File: config.mk
export PLATFORM = sky130hd
export DESIGN_NAME = ucsbece154a_lsu_flat
export DESIGN_NICKNAME = d
export VERILOG_FILES = /design/src/rtl/ucsbece154a_lsu_if.sv /design/src/rtl/ucsbece154a_lsu.sv /design/src/flat_wrapper.sv
export SDC_FILE = /design/constraint.sdc
export NUM_CORES = 1
export LEC_CHECK = 0
export ABC_AREA = 1
export CAP_MARGIN = 30
export CELL_PAD_IN_SITES_DETAIL_PLACEMENT = 0
export CELL_PAD_IN_SITES_GLOBAL_PLACEMENT = 2
export CORE_ASPECT_RATIO = 2
export CORE_MARGIN = 2
export CORE_UTILIZATION = 21
export DETAILED_ROUTE_END_ITERATION = 16
export PLACE_DENSITY = 0.73
export SYNTH_ARGS = -nofsm -noshare
export SYNTH_HDL_FRONTEND = slang
export SYNTH_SLANG_ARGS = --single-unit
File: constraint.sdc
create_clock -name clk -period 2.5 [get_ports clk]
set_input_delay 0.375 -clock clk [delete_from_list [all_inputs] [get_ports clk]]
set_output_delay 0.375 -clock clk [all_outputs]
set_load 0.02 [all_outputs]
File: src/rtl/ucsbece154a_lsu_if.sv
// ---------------------------------------------------------------------------
// ucsbece154a_lsu_if
// Core-side request/response bundle of the load/store unit.
// Member names are written from the LSU's point of view (_i into the LSU,
// _o out of it) so they read the same inside the unit and on the bench.
//   req_valid_i     request present
//   req_ready_o     LSU can accept a request this cycle
//   req_we_i        1 = store, 0 = load
//   req_size_i      00 byte, 01 half, 10/11 word
//   req_unsigned_i  loads: 1 zero-extend, 0 sign-extend
//   req_addr_i      byte address
//   req_wdata_i     store data, right-justified
//   resp_valid_o    one-cycle completion pulse
//   resp_rdata_o    extended load data (0 for stores)
//   resp_err_o      misaligned-access flag
// Modports: slave = LSU side, master = core side.
// ---------------------------------------------------------------------------
interface ucsbece154a_lsu_if;
  logic        req_valid_i;
  logic        req_ready_o;
  logic        req_we_i;
  logic [1:0]  req_size_i;
  logic        req_unsigned_i;
  logic [31:0] req_addr_i;
  logic [31:0] req_wdata_i;
  logic        resp_valid_o;
  logic [31:0] resp_rdata_o;
  logic        resp_err_o;

  modport slave (
    input  req_valid_i, req_we_i, req_size_i, req_unsigned_i,
           req_addr_i, req_wdata_i,
    output req_ready_o, resp_valid_o, resp_rdata_o, resp_err_o
  );

  modport master (
    output req_valid_i, req_we_i, req_size_i, req_unsigned_i,
           req_addr_i, req_wdata_i,
    input  req_ready_o, resp_valid_o, resp_rdata_o, resp_err_o
  );
endinterface

File: src/rtl/ucsbece154a_lsu.sv
// ---------------------------------------------------------------------------
// ucsbece154a_lsu
// Load/store unit: initiator side of a word-wide data memory with
// combinational read and rising-edge write. Byte/half/word loads are
// extracted per little-endian lane and sign/zero-extended; sub-word stores
// are done as read-modify-write (read in ACCESS, write in MERGE).
//
// Ports:
//   clk        clock, all state updates on rising edge
//   reset      asynchronous, active-high
//   core       ucsbece154a_lsu_if.slave request/response bundle
//   dmem_we_o  memory write enable
//   dmem_a_o   memory byte address, word aligned, bits [31:DMEM_AW] zero
//   dmem_wd_o  memory write data
//   dmem_rd_i  memory read data (combinational from dmem_a_o)
//
// Parameter DMEM_AW : number of byte-address bits forwarded to memory.
//
// Optional macro UCSBECE154A_LSU_MISALIGN_TRAP_EN: when defined, a halfword
// access with addr[0]=1 or a word access with addr[1:0]!=0 skips the memory
// entirely and completes with resp_err_o=1. When undefined, resp_err_o is
// always 0 and the low address bits that do not select a lane are ignored.
// ---------------------------------------------------------------------------
module ucsbece154a_lsu #(
  parameter int DMEM_AW = 8
) (
  input  logic                    clk,
  input  logic                    reset,
  ucsbece154a_lsu_if.slave        core,
  output logic                    dmem_we_o,
  output logic [31:0]             dmem_a_o,
  output logic [31:0]             dmem_wd_o,
  input  logic [31:0]             dmem_rd_i
);

  // Keeps the forwarded byte-address bits and forces word alignment.
  localparam logic [31:0] ADDR_MASK = ((32'd1 << DMEM_AW) - 32'd1) & ~32'd3;

  typedef enum logic [1:0] {IDLE, ACCESS, MERGE, RESP} state_e;

  state_e      state_q, state_d;
  logic        we_q, we_d;
  logic [1:0]  size_q, size_d;
  logic        unsigned_q, unsigned_d;
  logic [31:0] addr_q, addr_d;
  logic [31:0] wdata_q, wdata_d;
  logic [31:0] word_q, word_d;
  logic        err_q, err_d;

  logic        misalign;
  logic        isWord;
  logic        isHalf;
  logic [31:0] wordAddr;
  logic [4:0]  byteShift;
  logic [4:0]  halfShift;
  logic [7:0]  laneByte;
  logic [15:0] laneHalf;
  logic [31:0] loadData;
  logic [31:0] mergeData;

`ifdef UCSBECE154A_LSU_MISALIGN_TRAP_EN
  // Evaluated on the incoming request so a trapped access never touches memory.
  assign misalign = ((core.req_size_i == 2'b01) && core.req_addr_i[0]) ||
                    (core.req_size_i[1] && (core.req_addr_i[1:0] != 2'b00));
`else
  assign misalign = 1'b0;
`endif

  // Size code 11 behaves as a word.
  assign isWord    = size_q[1];
  assign isHalf    = (size_q == 2'b01);
  assign wordAddr  = addr_q & ADDR_MASK;
  assign byteShift = {addr_q[1:0], 3'b000};
  assign halfShift = {addr_q[1], 4'b0000};
  assign laneByte  = word_q[byteShift +: 8];
  assign laneHalf  = word_q[halfShift +: 16];

  // Lane extraction and extension for loads, from the word captured in ACCESS.
  always_comb begin
    loadData = word_q;
    if (!isWord) begin
      if (isHalf) begin
        loadData = {{16{laneHalf[15] & ~unsigned_q}}, laneHalf};
      end else begin
        loadData = {{24{laneByte[7] & ~unsigned_q}}, laneByte};
      end
    end
  end

  // Read-modify-write merge: only the addressed lane(s) take store data.
  always_comb begin
    mergeData = word_q;
    if (isHalf) begin
      mergeData[halfShift +: 16] = wdata_q[15:0];
    end else begin
      mergeData[byteShift +: 8] = wdata_q[7:0];
    end
  end

  // Next-state and output logic. Outputs depend on state only, so an
  // asynchronous reset drops dmem_we_o immediately.
  always_comb begin
    state_d           = state_q;
    we_d              = we_q;
    size_d            = size_q;
    unsigned_d        = unsigned_q;
    addr_d            = addr_q;
    wdata_d           = wdata_q;
    word_d            = word_q;
    err_d             = err_q;
    core.req_ready_o  = 1'b0;
    core.resp_valid_o = 1'b0;
    core.resp_rdata_o = 32'd0;
    core.resp_err_o   = 1'b0;
    dmem_we_o         = 1'b0;
    dmem_a_o          = 32'd0;
    dmem_wd_o         = 32'd0;

    unique case (state_q)
      IDLE: begin
        core.req_ready_o = 1'b1;
        if (core.req_valid_i) begin
          we_d       = core.req_we_i;
          size_d     = core.req_size_i;
          unsigned_d = core.req_unsigned_i;
          addr_d     = core.req_addr_i;
          wdata_d    = core.req_wdata_i;
          word_d     = 32'd0;
          err_d      = misalign;
          state_d    = misalign ? RESP : ACCESS;
        end
      end

      ACCESS: begin
        dmem_a_o = wordAddr;
        if (we_q && isWord) begin
          dmem_we_o = 1'b1;
          dmem_wd_o = wdata_q;
          state_d   = RESP;
        end else begin
          word_d  = dmem_rd_i;
          state_d = we_q ? MERGE : RESP;
        end
      end

      MERGE: begin
        dmem_a_o  = wordAddr;
        dmem_we_o = 1'b1;
        dmem_wd_o = mergeData;
        state_d   = RESP;
      end

      RESP: begin
        core.resp_valid_o = 1'b1;
        core.resp_rdata_o = (we_q || err_q) ? 32'd0 : loadData;
        core.resp_err_o   = err_q;
        state_d           = IDLE;
      end

      default: state_d = IDLE;
    endcase
  end

  // State and request registers.
  always_ff @(posedge clk or posedge reset) begin
    if (reset) begin
      state_q    <= IDLE;
      we_q       <= 1'b0;
      size_q     <= 2'b00;
      unsigned_q <= 1'b0;
      addr_q     <= 32'd0;
      wdata_q    <= 32'd0;
      word_q     <= 32'd0;
      err_q      <= 1'b0;
    end else begin
      state_q    <= state_d;
      we_q       <= we_d;
      size_q     <= size_d;
      unsigned_q <= unsigned_d;
      addr_q     <= addr_d;
      wdata_q    <= wdata_d;
      word_q     <= word_d;
      err_q      <= err_d;
    end
  end

endmodule

File: src/flat_wrapper.sv
// flat-port wrapper written by rule: the top's interface ports become plain ports
module ucsbece154a_lsu_flat 
#(
  parameter int DMEM_AW = 8
)
  (clk, reset, dmem_we_o, dmem_a_o, dmem_wd_o, dmem_rd_i, core_req_valid_i, core_req_we_i, core_req_size_i, core_req_unsigned_i, core_req_addr_i, core_req_wdata_i, core_req_ready_o, core_resp_valid_o, core_resp_rdata_o, core_resp_err_o);
  ucsbece154a_lsu_if core_i ();
  input  logic clk;
  input  logic reset;
  output logic dmem_we_o;
  output logic [31:0] dmem_a_o;
  output logic [31:0] dmem_wd_o;
  input  logic [31:0] dmem_rd_i;
  input wire logic [$bits(core_i.req_valid_i)-1:0] core_req_valid_i;
  input wire logic [$bits(core_i.req_we_i)-1:0] core_req_we_i;
  input wire logic [$bits(core_i.req_size_i)-1:0] core_req_size_i;
  input wire logic [$bits(core_i.req_unsigned_i)-1:0] core_req_unsigned_i;
  input wire logic [$bits(core_i.req_addr_i)-1:0] core_req_addr_i;
  input wire logic [$bits(core_i.req_wdata_i)-1:0] core_req_wdata_i;
  output wire logic [$bits(core_i.req_ready_o)-1:0] core_req_ready_o;
  output wire logic [$bits(core_i.resp_valid_o)-1:0] core_resp_valid_o;
  output wire logic [$bits(core_i.resp_rdata_o)-1:0] core_resp_rdata_o;
  output wire logic [$bits(core_i.resp_err_o)-1:0] core_resp_err_o;
  assign core_i.req_valid_i = core_req_valid_i;
  assign core_i.req_we_i = core_req_we_i;
  assign core_i.req_size_i = core_req_size_i;
  assign core_i.req_unsigned_i = core_req_unsigned_i;
  assign core_i.req_addr_i = core_req_addr_i;
  assign core_i.req_wdata_i = core_req_wdata_i;
  assign core_req_ready_o = core_i.req_ready_o;
  assign core_resp_valid_o = core_i.resp_valid_o;
  assign core_resp_rdata_o = core_i.resp_rdata_o;
  assign core_resp_err_o = core_i.resp_err_o;
  ucsbece154a_lsu #(.DMEM_AW(DMEM_AW)) u_core (.clk(clk), .reset(reset), .core(core_i), .dmem_we_o(dmem_we_o), .dmem_a_o(dmem_a_o), .dmem_wd_o(dmem_wd_o), .dmem_rd_i(dmem_rd_i));
endmodule
==> flow_metrics.env <==
export IMPL_cts_root_buf="clkbuf_16"
export IMPL_antenna_cells=0
export IMPL_mostFrequentLayoutCells="139 x nand2_1, 97 x nor2_1, 80 x clkdlybuf4s50_1, 77 x o21ai_0, 77 x dfrtp_1"
export IMPL_finalCriticalPeriod_ns=2.48
export IMPL_cts_tree="done"
export IMPL_cts_sinks=78
export IMPL_irDropWorstVdd_v=0.000815
export IMPL_clkTransAtPathRegs_ns=0.06
export IMPL_grt_pass1_wl_um=36400
export IMPL_finClkSkew_ns=0.00842
export IMPL_vias=5959
export IMPL_stdcell_area_um2=8210
export IMPL_ys_ff_latch=78
export IMPL_synth_cell_types=28
export IMPL_cellPowerDensity_nw_per_um2=1390
export IMPL_dieHeight_um=235
export IMPL_gp_congestion=0.876
export IMPL_yosysTopAreaCellShare_pct=35.0
export IMPL_drive_gt1_share_pct=25.2
export IMPL_dieWidth_um=119
export IMPL_netlist_top_cell_by_area="dfrtp_1"
export IMPL_final_core_util_pct=31.4
export IMPL_post_route_period_util_pct=99.3
export IMPL_synth_edf_count=0
export IMPL_start_util_pct=21.3
export IMPL_layout_commonest_cell="nand2_1"
export IMPL_yosys_warnings=0
export IMPL_arrival_ns=2.11
export IMPL_hold_path_class="in2async"
export IMPL_viasPerCell=4.45
export IMPL_die_area_um2=28000
export IMPL_max_freq_mhz=403
export IMPL_core_rowCount=84
export IMPL_ctsHoldBuffers=0
export IMPL_holdWs_ns=0.243
export IMPL_cp_end_kind="output pin"
export IMPL_track_usage_pct=17.8
export IMPL_rsz0062_at_grt="yes"
export IMPL_dp_hpwl_um=19600
export IMPL_htreeDepth=3
export IMPL_dpl_instance_area_um2=7810
export IMPL_path_max_fanout=27
export IMPL_ant_nets=0
export IMPL_routed_wl_um=25100
export IMPL_fin_nets=1101
export IMPL_path_class="reg2out"
export IMPL_area_growth_pct=47.2
export IMPL_leakage_nw=3.71
export IMPL_synth_flop_cell="dfrtp_1"
export IMPL_clk_latency_ns=0.37
export IMPL_coreArea_um2=26200
export IMPL_drt_wirelength_per_cell_um=18.8
export IMPL_syn_area_per_cell_um2=6.89
export IMPL_io_pins=203
export IMPL_grt_pass1_vias=6124
export IMPL_netlist_top_cells_area="dfrtp_1 35%, nand2_1 10%, nand3_1 7.6%"
export IMPL_final_cells=1338
export IMPL_port_buffers=151
export IMPL_synthCells=810
export IMPL_fin_tns_setup_ns=0
export IMPL_grt_max_degree=71
export IMPL_dp_cells=1317
export IMPL_drv_slew=0
export IMPL_status="completed"
export IMPL_cap_violations=0
export IMPL_yosysSeqAreaShare_pct=35.0
export IMPL_drt_iter0_drc=250
export IMPL_overflow=0
export IMPL_numCtsBuffers=9
export IMPL_synth_area_um2=5580
export IMPL_cts_path_max_buffers=2
export IMPL_startpoint_type="register"
export IMPL_drt_pre_antenna_iters=4
export IMPL_worst_ep_required_time_ns=2.12
export IMPL_drc=0
export IMPL_async_flop_share_pct=100
export IMPL_setup_viol_count_final=0
export IMPL_antenna_found_initial=0
export IMPL_final_hold_violation_count=0
registers in the layout, summed over array words and instances (netlist names):
signal             cells
u_core.state_q         2
u_core.addr_q          8
u_core.wdata_q        32
u_core.we_q            1
u_core.unsigned_q      1
u_core.size_q          2
u_core.word_q         32
through the flow:
step                      power [W]  setup slack (ns)
after floorplan             0.00650            0.0101
after global placement      0.00973            -0.151
after detailed placement    0.00975            -0.151
after CTS                    0.0111            -0.154
after global routing         0.0122           -0.0504
final                        0.0114            0.0173
routing by layer:
| layer | vias to the layer above | wire length (um) | GRT usage [%] |
|---|---|---|---|
| met4 | 0 | 1350 | 10.8 |
| met2 | 161 | 14400 | 36.0 |
| met1 | 2786 | 8550 | 16.7 |
| met5 | - | 0 | 0 |
| li1 | 2966 | - | - |
| met3 | 46 | 763 | 2.13 |
cell families after synthesis:
kind of cell    after synthesis  synth area share [%]
fa+ha+maj                     9                  2.02
other cells                   1                0.0672
buf+inv                     157                  13.5
simple gates                356                  26.5
mux                          27                  5.45
flops                        78                  35.0
compound gates              182                  17.4
final timing paths:
kind | endpoint | slack (ns) | from | depth (start not counted)
min in group clk | u_core.wdata_q[23] | 0.51 | u_core.wdata_q[23] | 1
min reg2reg | u_core.wdata_q[23] | 0.51 | u_core.wdata_q[23] | 1
min | u_core.word_q[17] | 0.24 | reset | 2
max in group asynchronous | u_core.addr_q[1] | 1.59 | reset | 3
max reg2reg | u_core.word_q[15] | 0.36 | u_core.state_q[1] | 8
max | core_resp_rdata_o[7] | 0.02 | u_core.addr_q[1] | 6
cell usage after synthesis (all sizes together) (2+ instances only):
cell      n
a21oi    70
buf      53
clkbuf   25
clkinv    2
dfrtp    78
ha        9
inv      77
mux2     27
nand2   151
nand3    85
nor2    111
nor3      9
o211ai   18
o21ai    86
o22ai     5
repair_timing:
item	in CTS	in global routing
cloned	1	1
resized for setup	211	131
pin swaps	0	15
setup buffers	0	3
endpoints found under the setup margin	65	69
power breakdown:
group | internal (W) | switching [W]
clock | 0.000680 | 0.000606
combinational | 0.00298 | 0.00464
sequential | 0.00186 | 0.000611
critical path, cell delays in order, from the launching register on:
cell and delay [ns]:
dfrtp_2 0.45, buf_4 0.16, bufbuf_16 0.30, o211ai_1 0.18, nand3_1 0.10, a21oi_1 0.20
clkdlybuf4s15_1 0.34
final cells by class:
type | count | area [um2]
Fill cell | 2937 | 18000
Timing Repair Buffer | 220 | 2030
Multi-Input combinational cell | 601 | 3220
Tap cell | 344 | 430
Inverter | 79 | 305
Clock inverter | 6 | 46.3
Sequential cell | 78 | 1950
Clock buffer | 10 | 229
Note: power is estimated with default switching activity, not from simulation.
